File: src/rtl/bus_arbiter_rr.sv
// rtl/bus_arbiter_rr.sv - two-master round-robin system bus arbiter with access watchdog
module bus_arbiter_rr #(
  parameter int TIMEOUT = 256,
  parameter int CNT_W   = 9
) (
  input  logic        i_clock,
  input  logic        i_reset,
  input  logic        i_m0_request,
  input  logic        i_m0_rw,
  input  logic [31:0] i_m0_address,
  input  logic [31:0] i_m0_wdata,
  output logic [31:0] o_m0_rdata,
  output logic        o_m0_ready,
  input  logic        i_m1_request,
  input  logic        i_m1_rw,
  input  logic [31:0] i_m1_address,
  input  logic [31:0] i_m1_wdata,
  output logic [31:0] o_m1_rdata,
  output logic        o_m1_ready,
  output logic        o_bus_request,
  output logic        o_bus_rw,
  output logic [31:0] o_bus_address,
  output logic [31:0] o_bus_wdata,
  input  logic [31:0] i_bus_rdata,
  input  logic        i_bus_ready,
  output logic        o_timeout,
  output logic        o_grant
);

  localparam logic [1:0] S_IDLE    = 2'd0;
  localparam logic [1:0] S_BUSY    = 2'd1;
  localparam logic [1:0] S_RELEASE = 2'd2;

  localparam logic [CNT_W-1:0] WD_MAX = CNT_W'(TIMEOUT - 1);

  logic [1:0]       state;
  logic             grant;
  logic             last_owner;
  logic [CNT_W-1:0] wdog;

  logic busy;
  logic owner_request;
  logic wd_hit;
  logic done;
  logic abort;

  assign busy          = (state == S_BUSY);
  assign owner_request = grant ? i_m1_request : i_m0_request;
  // A real ready in the last watchdog cycle still wins over the forced completion.
  assign wd_hit        = busy && owner_request && !i_bus_ready && (wdog == WD_MAX);
  assign done          = busy && owner_request && (i_bus_ready || wd_hit);
  assign abort         = busy && !owner_request;

  always_ff @(posedge i_clock or negedge i_reset) begin
    if (!i_reset) begin
      state      <= S_IDLE;
      grant      <= 1'b0;
      last_owner <= 1'b1;
      wdog       <= '0;
    end else begin
      case (state)
        S_IDLE: begin
          if (i_m0_request || i_m1_request) begin
            state <= S_BUSY;
            grant <= (i_m0_request && i_m1_request) ? ~last_owner : i_m1_request;
          end
        end
        S_BUSY: begin
          if (done || abort) begin
            state      <= S_RELEASE;
            last_owner <= grant;
            wdog       <= '0;
          end else if (wdog != WD_MAX) begin
            wdog <= wdog + 1'b1;
          end
        end
        S_RELEASE: state <= S_IDLE;
        default:   state <= S_IDLE;
      endcase
    end
  end

  assign o_bus_request = busy;
  assign o_bus_rw      = grant ? i_m1_rw      : i_m0_rw;
  assign o_bus_address = grant ? i_m1_address : i_m0_address;
  assign o_bus_wdata   = grant ? i_m1_wdata   : i_m0_wdata;

  assign o_m0_ready = done && !grant;
  assign o_m1_ready = done && grant;
  assign o_m0_rdata = (busy && !grant && !wd_hit) ? i_bus_rdata : 32'd0;
  assign o_m1_rdata = (busy && grant && !wd_hit) ? i_bus_rdata : 32'd0;
  assign o_timeout  = wd_hit;
  assign o_grant    = grant;

endmodule

File: config.mk
export PLATFORM = sky130hd
export DESIGN_NAME = bus_arbiter_rr
export DESIGN_NICKNAME = d
export VERILOG_FILES = /design/src/rtl/bus_arbiter_rr.sv
export SDC_FILE = /design/constraint.sdc
export NUM_CORES = 1
export LEC_CHECK = 0
export BUFFER_PORTS_ARGS = -buffer_cell sky130_fd_sc_hd__buf_2
export CAP_MARGIN = 10
export CORE_AREA = 2 2 117 119
export CTS_BUF_LIST = sky130_fd_sc_hd__clkbuf_4
export CTS_CLUSTER_SIZE = 40
export DETAILED_ROUTE_END_ITERATION = 6
export DIE_AREA = 0 0 119 121
export PLACE_DENSITY = 0.45
export RECOVER_POWER = 25
export SETUP_SLACK_MARGIN = 0.2
export SKIP_CTS_REPAIR_TIMING = 1
export SLEW_MARGIN = 20
export SYNTH_ARGS = -nofsm -noshare
export SYNTH_HDL_FRONTEND = slang
export SYNTH_SLANG_ARGS = --single-unit
File: constraint.sdc
create_clock -name i_clock -period 3.8 [get_ports i_clock]
set_input_delay 0.38 -clock i_clock [delete_from_list [all_inputs] [get_ports i_clock]]
set_output_delay 0.38 -clock i_clock [all_outputs]
set_load 0.05 [all_outputs]
-- After elaboration in Yosys (flattened, before gate mapping)
Index checks and enable logic that the tools add are counted.
- add/sub/neg operators: 1
- equality and inequality tests: 5
- bitwise operators: 1
- mux-type cells: 12
- reductions and logical operators: 25
- operators with widths (cell ; number):
    2-to-1 mux 32 bit ; 4
    2-to-1 mux 9 bit ; 2
    logical AND 1 bit ; 12
    adder 9 x 1 -> 9 bit, second input constant ; 1
    == test 9 x 8 -> 1 bit, second input constant ; 1
    != test 9 x 8 -> 1 bit, second input constant ; 1
    AND reduction 2 bit ; 4
    zero test 1 bit ; 4
    2-to-1 mux 2 bit ; 2
    one-hot mux 2 bit (2 select lines) ; 1
    logical OR 1 bit ; 3
    2-to-1 mux 1 bit ; 3
    == test 2 x 1 -> 1 bit, second input constant ; 1
    zero test 2 bit ; 1
    != test 2 x 1 -> 1 bit, second input constant ; 1
    != test 2 bit, second input constant ; 1
    nonzero test 2 bit ; 1
    NOT 1 bit ; 1
- word-level logic and storage cells: 48
- bits in registers: 13
- bits of input ports: 167

-- Logic depth before layout (Yosys ltp)
Gate-level depths: netlist of run 1.
- depth after elaboration: 9
- depth in mapped cells: 9
- gate-level depth less buffers: 9

-- Worst setup path before layout of run 1
No wires, ideal clock.
- path kind: register -> output
- start point: register wdog[0]
- end point: output o_m0_ready
- data arrival time: 2.958 ns
- stages on the path, launching flop included: 8
- setup slack: 0.462 ns
- required time: 3.420 ns
- cell sequence: dfrtp_1 > ha_1 > nand3_1 > nor2_1 > and3_1 > ha_1 > nor2_1 > nor4b_1
- longest elaborated chain between the ends: 5
- RTL lines (what ; line ; text):
    start: declaration ; 39 ; logic [CNT_W-1:0] wdog;
    start signal: assignment ; 74 ; wdog <= wdog + 1'b1;
    == test 9 x 8 -> 1 bit ; 50 ; assign wd_hit = busy && owner_request && !i_bus_ready && (wdog == WD_MAX);
    logical AND 1 bit ; 50 ;
    logical OR 1 bit ; 51 ; assign done = busy && owner_request && (i_bus_ready || wd_hit);
    logical AND 1 bit ; 51 ;
    logical AND 1 bit ; 88 ; assign o_m0_ready = done && !grant;
    end: declaration ; 13 ; output logic o_m0_ready,
No other way between the ends.

-- Final worst setup path of run 1
- start point: register wdog[0]
- end point: output o_m0_rdata[16]
- longest elaborated chain between the ends: 5
- RTL lines (what ; line ; text):
    == test 9 x 8 -> 1 bit ; 50 ;
    logical AND 1 bit ; 50 ;
    zero test 1 bit ; 90 ; assign o_m0_rdata = (busy && !grant && !wd_hit) ? i_bus_rdata : 32'd0;
    logical AND 1 bit ; 90 ;
    2-to-1 mux 32 bit ; 90 ;
    end: declaration ; 12 ; output logic [31:0] o_m0_rdata,
No other way between the ends.

==> results of run 1 <==
cell usage after synthesis:
library cell | number | area [um2]
sky130_fd_sc_hd__nand2b_2 | 2 | 17.5
sky130_fd_sc_hd__ha_1 | 2 | 25.0
sky130_fd_sc_hd__o21ai_0 | 4 | 20.0
sky130_fd_sc_hd__clkbuf_2 | 3 | 15.0
sky130_fd_sc_hd__a211oi_1 | 1 | 7.51
sky130_fd_sc_hd__nor4_4 | 1 | 21.3
sky130_fd_sc_hd__buf_1 | 1 | 3.75
sky130_fd_sc_hd__and2_1 | 64 | 400
sky130_fd_sc_hd__nor3_2 | 1 | 10.0
sky130_fd_sc_hd__mux2i_4 | 1 | 22.5
sky130_fd_sc_hd__dfrtp_1 | 12 | 300
sky130_fd_sc_hd__a211oi_4 | 1 | 20.0
sky130_fd_sc_hd__o21ai_1 | 3 | 15.0
sky130_fd_sc_hd__a21oi_2 | 1 | 8.76
sky130_fd_sc_hd__inv_2 | 1 | 3.75
sky130_fd_sc_hd__nand3_1 | 3 | 15.0
sky130_fd_sc_hd__buf_6 | 4 | 45.0
sky130_fd_sc_hd__nor4b_1 | 1 | 8.76
sky130_fd_sc_hd__nand3b_1 | 1 | 7.51
sky130_fd_sc_hd__nor2_1 | 5 | 18.8
sky130_fd_sc_hd__a22o_1 | 1 | 8.76
sky130_fd_sc_hd__and3_1 | 2 | 12.5
sky130_fd_sc_hd__dfstp_2 | 1 | 26.3
sky130_fd_sc_hd__o41ai_1 | 2 | 17.5
sky130_fd_sc_hd__nor2_2 | 1 | 6.26
sky130_fd_sc_hd__buf_2 | 7 | 35.0
sky130_fd_sc_hd__nand2_1 | 14 | 52.6
sky130_fd_sc_hd__nand4_1 | 1 | 6.26
sky130_fd_sc_hd__mux2_2 | 66 | 743
sky130_fd_sc_hd__inv_1 | 2 | 7.51
sky130_fd_sc_hd__nor2b_2 | 1 | 8.76
sky130_fd_sc_hd__nor3_1 | 4 | 20.0
sky130_fd_sc_hd__a32o_1 | 1 | 10.0
sky130_fd_sc_hd__a31oi_1 | 1 | 6.26
sky130_fd_sc_hd__mux2_4 | 1 | 15.0
sky130_fd_sc_hd__o31ai_1 | 1 | 7.51
sky130_fd_sc_hd__a21oi_1 | 3 | 15.0
cell families (layout without fill, tap and decap cells):
logic type,after synthesis,count (layout),synth area share [%]
buffers and inverters,18,312,5.55
adders and majority gates,2,2,1.26
DFF,13,13,16.5
muxes,68,68,39.3
and+or+nand+nor,101,101,30.5
AOI/OAI and AO/OA,19,19,6.87
power by group:
group | switching [mW] | leakage (nW) | internal [mW] | total (mW)
Combinational | 1.97 | 1.82 | 0.752 | 2.72
Clock | 0.0504 | 0.0184 | 0.0479 | 0.0983
Sequential | 0.0994 | 0.172 | 0.178 | 0.277
Total | 2.12 | 2.01 | 0.978 | 3.10
area by class of cell:
type                            instances  share of cell area, %
Multi-Input combinational cell        190                   41.7
Clock buffer                            4                  0.829
Tap cell                              176                   6.08
Timing Repair Buffer                  305                   42.1
Inverter                                3                  0.311
Sequential cell                        13                   9.02
metrics by stage:
| step | cell area [um2] | total power, mW | std cells | utilization (%) |
|---|---|---|---|---|
| floorplan | 1980 | 2.49 | 221 | - |
| global placement | 3640 | 3.04 | 686 | 27.8 |
| detailed placement | 3640 | 3.05 | 686 | 27.8 |
| CTS | 3670 | 3.15 | 690 | 28.0 |
| global route | 3620 | 3.23 | 691 | 27.7 |
| finish | 3620 | 3.10 | 691 | 27.7 |
sequential cells by signal (all words and copies together), names as in the netlist:
signal and flops:
wdog 9, state 2, last_owner 1, o_grant 1
worst paths after layout:
check                                      end  slack (ns)  depth (start not counted)    startpoint
worst max-delay path            o_m0_rdata[16]        0.68                         10       wdog[0]
worst min-delay path                   o_grant        0.44                          2  i_m1_request
worst max register to register         wdog[6]        0.84                          4       o_grant
worst min register to register        state[0]        0.44                          1      state[1]
max in group asynchronous              wdog[6]        2.65                          2       i_reset
min in group asynchronous              wdog[4]        0.66                          2       i_reset
layer usage:
layer	track usage (%)	share of wire [%]	wire length (um)	vias to the layer above
met5	0	0	0	-
met4	2.08	1.2	122	0
met3	2.35	6.7	652	8
met2	22.3	54	5300	116
met1	13.4	38	3700	1239
li1	-	-	-	1358
==> results.py, run 1 <==
metrics = {
    "status": {
        "result_of_the_run": "finished, final reports clean",
    },
    "sta": {
        "finalHoldViolCount": 0,
        "maxClockFrequency_ghz": 0.321,
        "slew_headroom_pct": 6.65,
        "setup_viol_count_final": 0,
        "fin_worst_hold_slack_ns": 0.441,
        "setup_total_negative_slack_ns": 0,
        "fin_max_slew_vios": 0,
        "rsz0062_at_grt": "false",
        "final_worst_path_setup_slack_ns": 0.683,
        "min_period_ns": 3.12,
        "worst-slew-pin-transition_ns": 1.40,
        "layout_worst_path_cycle_share_pct": 82.0,
        "skew_ns": 0.0117,
    },
    "layout": {
        "area_used_by_multi_input_combinational_logic_um2": 1510,
        "post_route_cells_drive_above_1_share_pct": 71.1,
        "nets": 685,
        "final-seq-area_um2": 327,
        "fill_cells": 1425,
        "layout_common_cells": "285 x sky130_fd_sc_hd__buf_2, 66 x sky130_fd_sc_hd__mux2_2, 64 x sky130_fd_sc_hd__and2_1, 15 x sky130_fd_sc_hd__clkbuf_1, 14 x sky130_fd_sc_hd__nand2_1",
        "antenna_cells_inserted": 0,
        "mostFrequentLayoutCell": "sky130_fd_sc_hd__buf_2",
        "areaGrowthSynthToFinish_pct": 82.5,
    },
    "power": {
        "irDropWorstVdd_mv": 0.353,
        "p_leak_nw": 2.01,
        "powerDensity_nw_per_um2": 856,
    },
    "floorplanning": {
        "fp.coreArea_um2": 13100,
        "ios": 301,
        "core.rowCount": 42,
        "floorplan.die.height_um": 121,
        "fp.dieArea_um2": 14400,
        "start_util_pct": 15.2,
        "dieWidth_um": 119,
    },
    "placed_design": {
        "dp.final_hpwl_um": 8510,
        "placement.io_buffers": 300,
        "globalplace.congestion": 0.782,
        "dp_slack_ns": 0.964,
    },
    "route": {
        "routed_wire_length_per_instance_um": 14.2,
        "dr.first_iter.drc_count": 102,
        "detailroute.via_count": 2721,
        "drt_drc_violations_left": 0,
        "routed_wl_um": 9780,
        "vias_per_cell": 3.94,
        "postRouteAntennaNets": 0,
        "detailedRoute.firstPassIterationCount": 5,
    },
    "setup_path": {
        "crit_path_frequent_cell": "sky130_fd_sc_hd__ha_1",
        "critical-path-top-delay-family": "simple AND/OR/NAND/NOR gates",
        "start_kind": "flip-flop",
        "worst-setup-path-type": "reg -> out",
        "cpMaxStageDelayCell": "sky130_fd_sc_hd__dfrtp_1",
        "cp_cell_sequence": "ha_1 > nand3_1 > nor2_1 > and3_1 > ha_1 > nor2b_2 > a211oi_4 > buf_4 > and2_1 > buf_2",
        "crit_buf_inv": 2,
        "worst_ep_required_time_ns": 3.42,
        "cp_max_fo": 32,
        "critical-path-max-stage-delay_ns": 0.42,
        "worst-endpoint-arrival_ns": 2.74,
        "timing.critical_path.to_type": "output port",
    },
    "grt": {
        "grt_first_pass_wirelength_um": 13500,
        "grt.overflow.total": 0,
        "number_of_global_route_vias_before_repair": 2465,
        "antenna_violations_before_repair": 0,
        "grt_start_max_net_pins": 34,
        "globalRouteTotalUtil_pct": 11.7,
    },
    "clocking": {
        "clock_slew_at_the_register_clock_pins_of_the_worst_setup_and_hold_paths_ns": 0.09,
        "cts_buffers": 3,
        "clock_sink_count": 13,
        "worst_skew_pair.late_latency_ns": 0.29,
        "htreeDepth": 1,
        "cts_tree": "built",
        "cts_root_buffer": "sky130_fd_sc_hd__clkbuf_4",
        "cts_buffer_depth": 2,
    },
    "synthesis": {
        "synth_nets": 390,
        "syn-mean-instance-area_um2": 8.98,
        "post_synth_num_cell_types": 37,
        "synthesis.instances": 221,
        "synth-warning-count": 0,
        "synthesis.area_um2": 1980,
        "postSynthRegisterBits": 13,
        "ys_seq_area_share_pct": 16.5,
    },
    "min_path": {
        "worstHoldPathType": "in -> reg",
    },
    "job": {
        "maxCapViolations": 0,
    },
}
(Power assumes the default switching activity.)
==> run 2: changes to the inputs <==
--- a/config.mk
+++ b/config.mk
@@ -7,12 +7,12 @@
 export LEC_CHECK = 0
 export BUFFER_PORTS_ARGS = -buffer_cell sky130_fd_sc_hd__buf_2
 export CAP_MARGIN = 10
-export CORE_AREA = 2 2 117 119
+export CORE_AREA = 2 2 115 117
 export CTS_BUF_LIST = sky130_fd_sc_hd__clkbuf_4
 export CTS_CLUSTER_SIZE = 40
 export DETAILED_ROUTE_END_ITERATION = 6
-export DIE_AREA = 0 0 119 121
-export PLACE_DENSITY = 0.45
+export DIE_AREA = 0 0 117 119
+export PLACE_DENSITY = 0.48
 export RECOVER_POWER = 25
 export SETUP_SLACK_MARGIN = 0.2
 export SKIP_CTS_REPAIR_TIMING = 1
==> constraint.sdc (replaced) <==
create_clock -name i_clock -period 2.85 [get_ports i_clock]
set_input_delay 0.285 -clock i_clock [delete_from_list [all_inputs] [get_ports i_clock]]
set_output_delay 0.285 -clock i_clock [all_outputs]
set_load 0.05 [all_outputs]
==> results.py, run 2 (synthesized netlist as in run 1, its figures left out) <==
metrics = {
    "sta": {
        "fin_max_slew_vios": 0,
        "finalHoldViolCount": 0,
        "layout_worst_path_cycle_share_pct": 93.8,
        "fin_worst_hold_slack_ns": 0.400,
        "setup_viol_count_final": 0,
        "slew_headroom_pct": 27.3,
        "skew_ns": 0.00801,
        "maxClockFrequency_ghz": 0.374,
        "worst-slew-pin-transition_ns": 1.09,
        "min_period_ns": 2.67,
        "rsz0062_at_grt": "true",
    },
    "setup_path": {
        "crit_path_frequent_cell": "sky130_fd_sc_hd__ha_4",
        "cp_max_fo": 8,
        "critical-path-top-delay-family": "simple AND/OR/NAND/NOR gates",
        "worst-setup-path-type": "reg -> out",
        "crit_buf_inv": 3,
        "timing.critical_path.to_type": "output port",
        "cpMaxStageDelayCell": "sky130_fd_sc_hd__dfrtp_1",
        "cp_cell_sequence": "ha_4 > nand3_4 > nor2_4 > and3_4 > ha_4 > nor2b_4 > a211oi_4 > buf_6 > clkbuf_16 > and2_4 > buf_8",
        "worst_ep_required_time_ns": 2.57,
        "worst-endpoint-arrival_ns": 2.39,
        "critical-path-max-stage-delay_ns": 0.45,
        "start_kind": "flip-flop",
    },
    "clocking": {
        "clock_slew_at_the_register_clock_pins_of_the_worst_setup_and_hold_paths_ns": 0.08,
        "cts_tree": "built",
        "clock_sink_count": 13,
        "cts_buffers": 3,
        "cts_root_buffer": "sky130_fd_sc_hd__clkbuf_4",
        "htreeDepth": 1,
        "worst_skew_pair.late_latency_ns": 0.28,
        "cts_buffer_depth": 2,
    },
    "power": {
        "powerDensity_nw_per_um2": 1100,
        "irDropWorstVdd_mv": 0.521,
        "p_leak_nw": 2.17,
        "p_total_mw": 4.79,
    },
    "route": {
        "routed_wire_length_per_instance_um": 14.8,
        "detailroute.via_count": 2833,
        "routed_wl_um": 10400,
        "dr.first_iter.drc_count": 89,
        "detailedRoute.firstPassIterationCount": 4,
        "postRouteAntennaNets": 0,
        "vias_per_cell": 4.04,
        "drt_drc_violations_left": 0,
    },
    "floorplanning": {
        "fp.dieArea_um2": 13900,
        "start_util_pct": 15.4,
        "dieWidth_um": 117,
        "floorplan.die.height_um": 119,
        "fp.coreArea_um2": 12900,
        "ios": 301,
        "core.rowCount": 42,
    },
    "grt": {
        "antenna_violations_before_repair": 1,
        "grt_start_max_net_pins": 52,
        "globalRouteTotalUtil_pct": 11.5,
        "grt.overflow.total": 0,
        "grt_first_pass_wirelength_um": 13000,
        "number_of_global_route_vias_before_repair": 2474,
    },
    "layout": {
        "final-seq-area_um2": 327,
        "layout_common_cells": "222 x sky130_fd_sc_hd__buf_2, 64 x sky130_fd_sc_hd__mux2_2, 36 x sky130_fd_sc_hd__clkbuf_4, 33 x sky130_fd_sc_hd__buf_8",
        "area_used_by_multi_input_combinational_logic_um2": 1670,
        "fill_cells": 1366,
        "finalCoreUtilization_pct": 33.6,
        "top_flop_regs": "wdog: 9 flops, state: 2 flops",
        "layout.cell_area.non_filler_um2": 4330,
        "nets": 694,
        "mostFrequentLayoutCell": "sky130_fd_sc_hd__buf_2",
        "areaGrowthSynthToFinish_pct": 118,
        "largest_reg_flops": 9,
        "final_cells": 701,
        "post_route_cells_drive_above_1_share_pct": 79.2,
        "top_register": "wdog",
    },
    "min_path": {
        "worstHoldPathType": "in -> reg",
    },
    "placed_design": {
        "dp.final_hpwl_um": 8080,
        "placed_cell_area_um2": 3670,
        "place.detailed.instances": 686,
        "globalplace.congestion": 0.829,
        "placement.io_buffers": 300,
    },
    "status": {
        "result_of_the_run": "finished, final reports clean",
    },
    "job": {
        "maxCapViolations": 0,
    },
}
[run 2: changes by cell type in the layout (fill, tap and decap cells not counted), moves of 32 or more]
cell,change
sky130_fd_sc_hd__and2_4,+32
sky130_fd_sc_hd__clkbuf_4,+32
sky130_fd_sc_hd__buf_2,-63
sky130_fd_sc_hd__and2_1,-32
sky130_fd_sc_hd__buf_8,+33
[run 2: metal layers]
layer,global-route usage [%],vias to the layer above,part of all wire (%)
met2,21.6,119,54
met4,1.18,0,0.64
li1,-,1376,-
met5,0,-,0
met3,2.34,6,6.6
met1,13.8,1332,38
[run 2: area by class of cell]
cell class | instances | share of cell area, %
Tap cell | 176 | 5.08
Antenna cell | 1 | 0.0578
Multi-Input combinational cell | 190 | 38.6
Timing Repair Buffer | 314 | 47.7
Sequential cell | 13 | 7.54
Clock buffer | 4 | 0.693
Inverter | 3 | 0.260
[run 2: tightest hold or removal path, delay by kind of cell]
kind | cells | cell delay, ns
AO/OA/AOI/OAI | 1 | 0.12
buffers and inverters | 1 | 0.16
AND/OR/NAND/NOR | 1 | 0.07
[run 2: through the flow]
| step | worst slack [ns] | setup TNS (ns) |
|---|---|---|
| 5_1_grt | 0.0781 | 0 |
| 4_1_cts | -0.0208 | -0.373 |
| 2_1_floorplan | 0.239 | 0 |
| 6_report | 0.178 | 0 |
| 3_3_place_gp | 0.355 | 0 |
| 3_5_place_dp | 0.291 | 0 |
[run 2: report_power, final]
part / internal, mW / switching, mW / leakage, nW / total [mW]
Sequential: 0.238 / 0.119 / 0.172 / 0.356
Combinational: 1.51 / 2.79 / 1.98 / 4.30
Clock: 0.0638 / 0.0615 / 0.0184 / 0.125
[run 2: path summary, 6_finish.rpt]
path                       slack (ns)  depth (start not counted)          from            end
min in group asynchronous        0.57                          2       i_reset        wdog[5]
setup reg to reg                 0.27                          9       wdog[0]        wdog[6]
hold / removal                   0.40                          3  i_m0_request        o_grant
max in group asynchronous        1.81                          2       i_reset        wdog[6]
setup / recovery                 0.18                         11       wdog[0]  o_m0_rdata[6]
hold reg to reg                  0.45                          1      state[1]       state[0]
